### src/rtl/crc_arb_ctrl.sv
// Round-robin arbiter and byte sequencer for a shared CRC8 engine.
// Two requesters stream 32-bit words with a byte mask. The owner keeps the
// engine for a whole packet. Bytes are folded into the CRC one per cycle,
// and the result is returned with a one-cycle valid pulse to the owner.
module crc_arb_ctrl #(
    parameter logic [7:0] CRC_POLY   = 8'h07,
    parameter logic [7:0] CRC_INIT   = 8'h00,
    parameter logic [7:0] CRC_XOROUT = 8'h00
) (
    input  logic        clk,
    input  logic        reset,
    input  logic [1:0]  req_i,
    input  logic [31:0] data0_i,
    input  logic [31:0] data1_i,
    input  logic [3:0]  we0_i,
    input  logic [3:0]  we1_i,
    input  logic        last0_i,
    input  logic        last1_i,
    output logic [1:0]  grant_o,
    output logic [1:0]  ready_o,
    output logic [7:0]  crc_o,
    output logic [1:0]  crc_valid_o,
    output logic        err_o,
    output logic        busy_o
);

    typedef enum logic [1:0] {
        IDLE  = 2'd0,
        FETCH = 2'd1,
        SHIFT = 2'd2,
        DONE  = 2'd3
    } state_t;

    state_t      state_r, state_s;
    logic        owner_r;      // index of the requester holding the engine
    logic        rr_r;         // index of the last requester served
    logic [31:0] word_r;
    logic [2:0]  nbytes_r;
    logic [1:0]  idx_r;
    logic        last_r;
    logic [7:0]  crc_r;
    logic [1:0]  grant_r;
    logic [1:0]  crc_valid_r;
    logic [7:0]  crc_out_r;
    logic        err_r;
    logic        busy_r;

    logic        win_s;
    logic        owner_req_s;
    logic [31:0] owner_data_s;
    logic [3:0]  owner_we_s;
    logic        owner_last_s;
    logic        accept_s;
    logic        legal_s;
    logic [2:0]  mask_n_s;
    logic [1:0]  ready_s;
    logic [7:0]  byte_s;
    logic [7:0]  crc_next_s;
    logic        last_byte_s;

    // One CRC8 update: fold a byte in and run eight MSB-first division steps.
    function automatic logic [7:0] crc8_step(input logic [7:0] crc_in, input logic [7:0] data);
        logic [7:0] c;
        c = crc_in ^ data;
        for (int i = 0; i < 8; i++) begin
            if (c[7]) begin
                c = {c[6:0], 1'b0} ^ CRC_POLY;
            end else begin
                c = {c[6:0], 1'b0};
            end
        end
        return c;
    endfunction

    // Byte count for a contiguous low-aligned mask; zero marks an illegal mask.
    function automatic logic [2:0] mask_bytes(input logic [3:0] m);
        case (m)
            4'b0001: return 3'd1;
            4'b0011: return 3'd2;
            4'b0111: return 3'd3;
            4'b1111: return 3'd4;
            default: return 3'd0;
        endcase
    endfunction

    function automatic logic [1:0] onehot(input logic idx);
        return idx ? 2'b10 : 2'b01;
    endfunction

    // Arbitration winner and owner-side input muxing.
    always_comb begin
        win_s = 1'b0;
        if (req_i == 2'b11) begin
            win_s = ~rr_r;
        end else if (req_i[1]) begin
            win_s = 1'b1;
        end else begin
            win_s = 1'b0;
        end
        if (owner_r) begin
            owner_req_s  = req_i[1];
            owner_data_s = data1_i;
            owner_we_s   = we1_i;
            owner_last_s = last1_i;
        end else begin
            owner_req_s  = req_i[0];
            owner_data_s = data0_i;
            owner_we_s   = we0_i;
            owner_last_s = last0_i;
        end
    end

    // Word acceptance, ready strobe and current-byte selection.
    always_comb begin
        accept_s = (state_r == FETCH) && owner_req_s && (owner_we_s != 4'b0000);
        mask_n_s = mask_bytes(owner_we_s);
        legal_s  = (mask_n_s != 3'd0);
        ready_s  = 2'b00;
        if (accept_s) begin
            ready_s = onehot(owner_r);
        end else begin
            ready_s = 2'b00;
        end
        case (idx_r)
            2'd0:    byte_s = word_r[7:0];
            2'd1:    byte_s = word_r[15:8];
            2'd2:    byte_s = word_r[23:16];
            2'd3:    byte_s = word_r[31:24];
            default: byte_s = word_r[7:0];
        endcase
        crc_next_s  = crc8_step(crc_r, byte_s);
        last_byte_s = ({1'b0, idx_r} == (nbytes_r - 3'd1));
    end

    // Next-state logic for the packet sequencer.
    always_comb begin
        state_s = state_r;
        case (state_r)
            IDLE: begin
                if (req_i != 2'b00) begin
                    state_s = FETCH;
                end else begin
                    state_s = IDLE;
                end
            end
            FETCH: begin
                if (accept_s && legal_s) begin
                    state_s = SHIFT;
                end else begin
                    state_s = FETCH;
                end
            end
            SHIFT: begin
                if (last_byte_s) begin
                    state_s = last_r ? DONE : FETCH;
                end else begin
                    state_s = SHIFT;
                end
            end
            DONE:    state_s = IDLE;
            default: state_s = IDLE;
        endcase
    end

    // State register.
    always_ff @(posedge clk or posedge reset) begin
        if (reset) begin
            state_r <= IDLE;
        end else begin
            state_r <= state_s;
        end
    end

    // Owner capture on grant and round-robin pointer update at packet end.
    always_ff @(posedge clk or posedge reset) begin
        if (reset) begin
            owner_r <= 1'b0;
            rr_r    <= 1'b1;
        end else begin
            if (state_r == IDLE && state_s == FETCH) begin
                owner_r <= win_s;
            end
            if (state_r == DONE) begin
                rr_r <= owner_r;
            end
        end
    end

    // Word capture and byte index; CRC restarts on grant and advances per byte.
    always_ff @(posedge clk or posedge reset) begin
        if (reset) begin
            word_r   <= 32'd0;
            nbytes_r <= 3'd0;
            last_r   <= 1'b0;
            idx_r    <= 2'd0;
            crc_r    <= CRC_INIT;
        end else begin
            if (accept_s && legal_s) begin
                word_r   <= owner_data_s;
                nbytes_r <= mask_n_s;
                last_r   <= owner_last_s;
                idx_r    <= 2'd0;
            end else if (state_r == SHIFT) begin
                idx_r <= idx_r + 2'd1;
            end
            if (state_r == IDLE && state_s == FETCH) begin
                crc_r <= CRC_INIT;
            end else if (state_r == SHIFT) begin
                crc_r <= crc_next_s;
            end
        end
    end

    // Registered outputs aligned with the state they describe; err_o is seen
    // the cycle after the illegal word was consumed.
    always_ff @(posedge clk or posedge reset) begin
        if (reset) begin
            grant_r     <= 2'b00;
            crc_valid_r <= 2'b00;
            crc_out_r   <= 8'h00;
            err_r       <= 1'b0;
            busy_r      <= 1'b0;
        end else begin
            if (state_s == IDLE) begin
                grant_r <= 2'b00;
            end else if (state_r == IDLE) begin
                grant_r <= onehot(win_s);
            end
            if (state_s == DONE) begin
                crc_valid_r <= onehot(owner_r);
                crc_out_r   <= crc_next_s ^ CRC_XOROUT;
            end else begin
                crc_valid_r <= 2'b00;
            end
            err_r  <= accept_s && !legal_s;
            busy_r <= (state_s != IDLE);
        end
    end

    assign grant_o     = grant_r;
    assign ready_o     = ready_s;
    assign crc_o       = crc_out_r;
    assign crc_valid_o = crc_valid_r;
    assign err_o       = err_r;
    assign busy_o      = busy_r;

endmodule

### config.mk
export PLATFORM = sky130hd
export DESIGN_NAME = crc_arb_ctrl
export DESIGN_NICKNAME = d
export VERILOG_FILES = /design/src/rtl/crc_arb_ctrl.sv
export SDC_FILE = /design/constraint.sdc
export NUM_CORES = 1
export LEC_CHECK = 0
export CAP_MARGIN = 15
export CORE_AREA = 8 8 87 89
export CTS_CLUSTER_SIZE = 30
export DETAILED_ROUTE_END_ITERATION = 12
export DIE_AREA = 0 0 95 97
export DONT_BUFFER_PORTS = 1
export GPL_ROUTABILITY_DRIVEN = 0
export GPL_TIMING_DRIVEN = 1
export PLACE_DENSITY = 0.69
export SYNTH_ARGS = -nofsm -noshare
export SYNTH_HDL_FRONTEND = slang
export SYNTH_SLANG_ARGS = --single-unit
### constraint.sdc
create_clock -name clk -period 3.52 [get_ports clk]
set_clock_uncertainty 0.2 [all_clocks]
set_input_delay 0.704 -clock clk [delete_from_list [all_inputs] [get_ports clk]]
set_output_delay 0.704 -clock clk [all_outputs]
set_load 0.005 [all_outputs]
==> run_results.csv <==
group,metric,value,unit
synth,yosys-top-cells-area,"dfrtp_1 (47%), mux2i_1 (13%), o21ai_0 (6.0%), nand2_1 (5.2%), xnor2_1 (4.2%)",
sta,relSlewSlack,45.8,%
placement,pre_cts_ws,725,ps
synth,synthMostInstantiatedCell,"dfrtp_1",
synth,yosys-top-cells-count,"dfrtp_1 (63), nand2_1 (46), mux2i_1 (42)",
setup_path,cp_max_fo,8,
die,io_pins,94,
synth,yosysTopAreaCell,"dfrtp_1",
power,p_leak,1.72,nW
die,core,6200,sq um
synth,synth.distinct_cells,35,
global_routing,grt_pass1_wl,11.6,mm
synth,synth_cells,322,
drt,dr.pass1.iters,5,
power,ir_worst_vdd,434,uV
run,drv_cap,0,
power,powerDensity,1000,nW/um^2
global_routing,antenna_found_initial,0,
synth,syn_area,3340,sq um
clocking,cts-root-buf,"clkbuf_8",
drt,vias_per_cell,5.76,
synth,postSynth.asyncResetShare,100,%
die,design.die.area,9220,sq um
cells_and_area,area_growth_syn_to_layout,8.33,%
sta,post-route-worst-setup-slack,735,ps
cells_and_area,final_area,3610,sq um
synth,synth-seq-cells,64,
min_path,hold_class,"input pin to async pin",
cells_and_area,nFillCells,540,
clocking,htree_num_levels,3,
clocking,cts_tree,"yes",
drt,drt-total-wl,7.00,mm
setup_path,startpoint_type,"register",
sta,fin_crit,2790,ps
global_routing,gr-total-overflow,0,
drt,drc,0,
cells_and_area,final_cells,402,
synth,synth_edf_count,0,
cells_and_area,final_nets,403,
die,dieHeight,97,um
placement,dp_hpwl,5.41,mm
synth,ys_seq_area_share,48.0,%
outcome,status,"complete, no violations",
die,start_util,53.8,%
sta,drv_slew,0,
power,p_total,0.00361,W
synth,synth_ff_type,"dfrtp_1",
clocking,cts_made_buffers,9,
clocking,ctsHoldBuffers,0,
sta,worst_pin_slew,809,ps
clocking,cts_resized,0,
drt,drt.antenna.violating_nets,0,
clocking,cts_setup_buffers,0,
global_routing,grt_start_max_net_pins,70,
clocking,cts.sinks,64,
sta,hold_viol_final,0,
sta,timing.fmax,0.359,GHz
synth,yosys.area.top_type_share,47.3,%
drt,drtIter0Drc,101,
setup_path,crit_arrival,2810,ps
cells_and_area,antenna_cells,0,
cells_and_area,layout-drive-gt1-share,11.4,%
setup_path,worstSetupPathType,"register to register",
placement,post_dp_cell_area,3390,sq um
synth,syn_area_per_cell,10.4,sq um
placement,dpl.cell_count,386,
synth,ys_warn_count,0,
sta,setup_tns,0,ps
clocking,clock_path_buffers,2,
clocking,clkSlewWorstSetupHoldPaths,70,ps
die,rows,29,
global_routing,grt_use_total,16.1,%
drt,num_vias,2314,
synth,syn-num-nets,405,
setup_path,cp_data_required_time,3550,ps
die,die_w,95,um
global_routing,grt_pass1_vias,2406,
clocking,worstSkewPairLatency,340,ps
setup_path,crit_path_end_kind,"register",
sta,setup_viol,0,
drt,wire_per_inst,17.4,um
sta,rsz0062_at_grt,"false",
sta,period_share,79.1,%
placement,io_buffers,0,
## final timing paths
kind,slack [ps],startpoint,end,cells past startpoint
worst max-delay path,730,idx_r[0]$_DFFE_PP0P_,crc_o[2]$_DFFE_PP0N_,7
worst min-delay path,100,reset,word_r[30]$_DFFE_PP0P_,1
worst max register to register,730,idx_r[0]$_DFFE_PP0P_,crc_o[2]$_DFFE_PP0N_,7
worst min register to register,290,word_r[5]$_DFFE_PP0P_,word_r[5]$_DFFE_PP0P_,2
max in group asynchronous,2060,reset,word_r[25]$_DFFE_PP0P_,3
min in group clk,290,word_r[5]$_DFFE_PP0P_,word_r[5]$_DFFE_PP0P_,2
## cell type report
cell class,count,area (sq um),area share (%)
clock inverter,3,65.1,1.80
multi-input combinational,226,1600,44.3
tap,77,96.3,2.67
timing repair buffer,5,37.5,1.04
sequential,64,1600,44.4
inverter,14,52.6,1.45
clock buffer,13,159,4.40
## critical path, cell delays in order, from the launching register on
cell      delay (ps)
dfrtp_1          440
ha_1             330
a222oi_1         360
mux2i_1          170
xnor2_1          250
xnor3_1          490
xnor2_1          160
mux2_2           270
## metrics by stage
stage	util, %	hold WS, ps
floorplan	-	249
global placement	54.6	267
detailed placement	54.6	273
CTS	58.2	104
global route	58.2	122
finish	58.2	95.3
## power breakdown
group	internal, W	switching [W]
Sequential	0.00104	0.000257
Clock	0.000437	0.000268
Combinational	0.000746	0.000866
Total	0.00222	0.00139
## registers in the layout, summed over array words and instances, names as in the netlist
register / flops
last_r: 1
word_r: 32
grant_o: 2
crc_o: 8
rr_r: 1
crc_valid_o: 2
owner_r: 1
idx_r: 2
state_r: 2
err_o: 1
crc_r: 8
nbytes_r: 3
busy_o: 1
## cell families after synthesis
group / synth area share (%)
flops: 48.0
fa+ha+maj: 1.88
compound gates: 12.8
buf+inv: 4.05
simple gates: 9.94
mux: 16.3
xor+xnor: 6.94
## metal layers
metal,vias to the layer above,GRT usage (%),share of wire (%)
met3,12,6.34,7.0
met4,0,6.13,1.8
met1,1091,20.9,45
li1,1121,-,-
met5,-,0,0
met2,90,23.4,46
## layout by cell type, fill, tap and decap left out, types with 2 or more instances in the layout
cell type	n
mux2i_1	42
mux2_2	11
a21oi_1	7
dfrtp_1	62
xnor2_1	16
nor2_1	8
a22o_1	7
nand3_1	2
ha_1	5
clkbuf_8	11
nand2_1	46
nor3_1	8
nor2b_1	4
o21ai_0	40
inv_1	13
bufinv_16	2
buf_4	5
clkbuf_1	2
nand2b_1	3
xor2_1	6
a222oi_1	8
(Power assumes the default switching activity.)
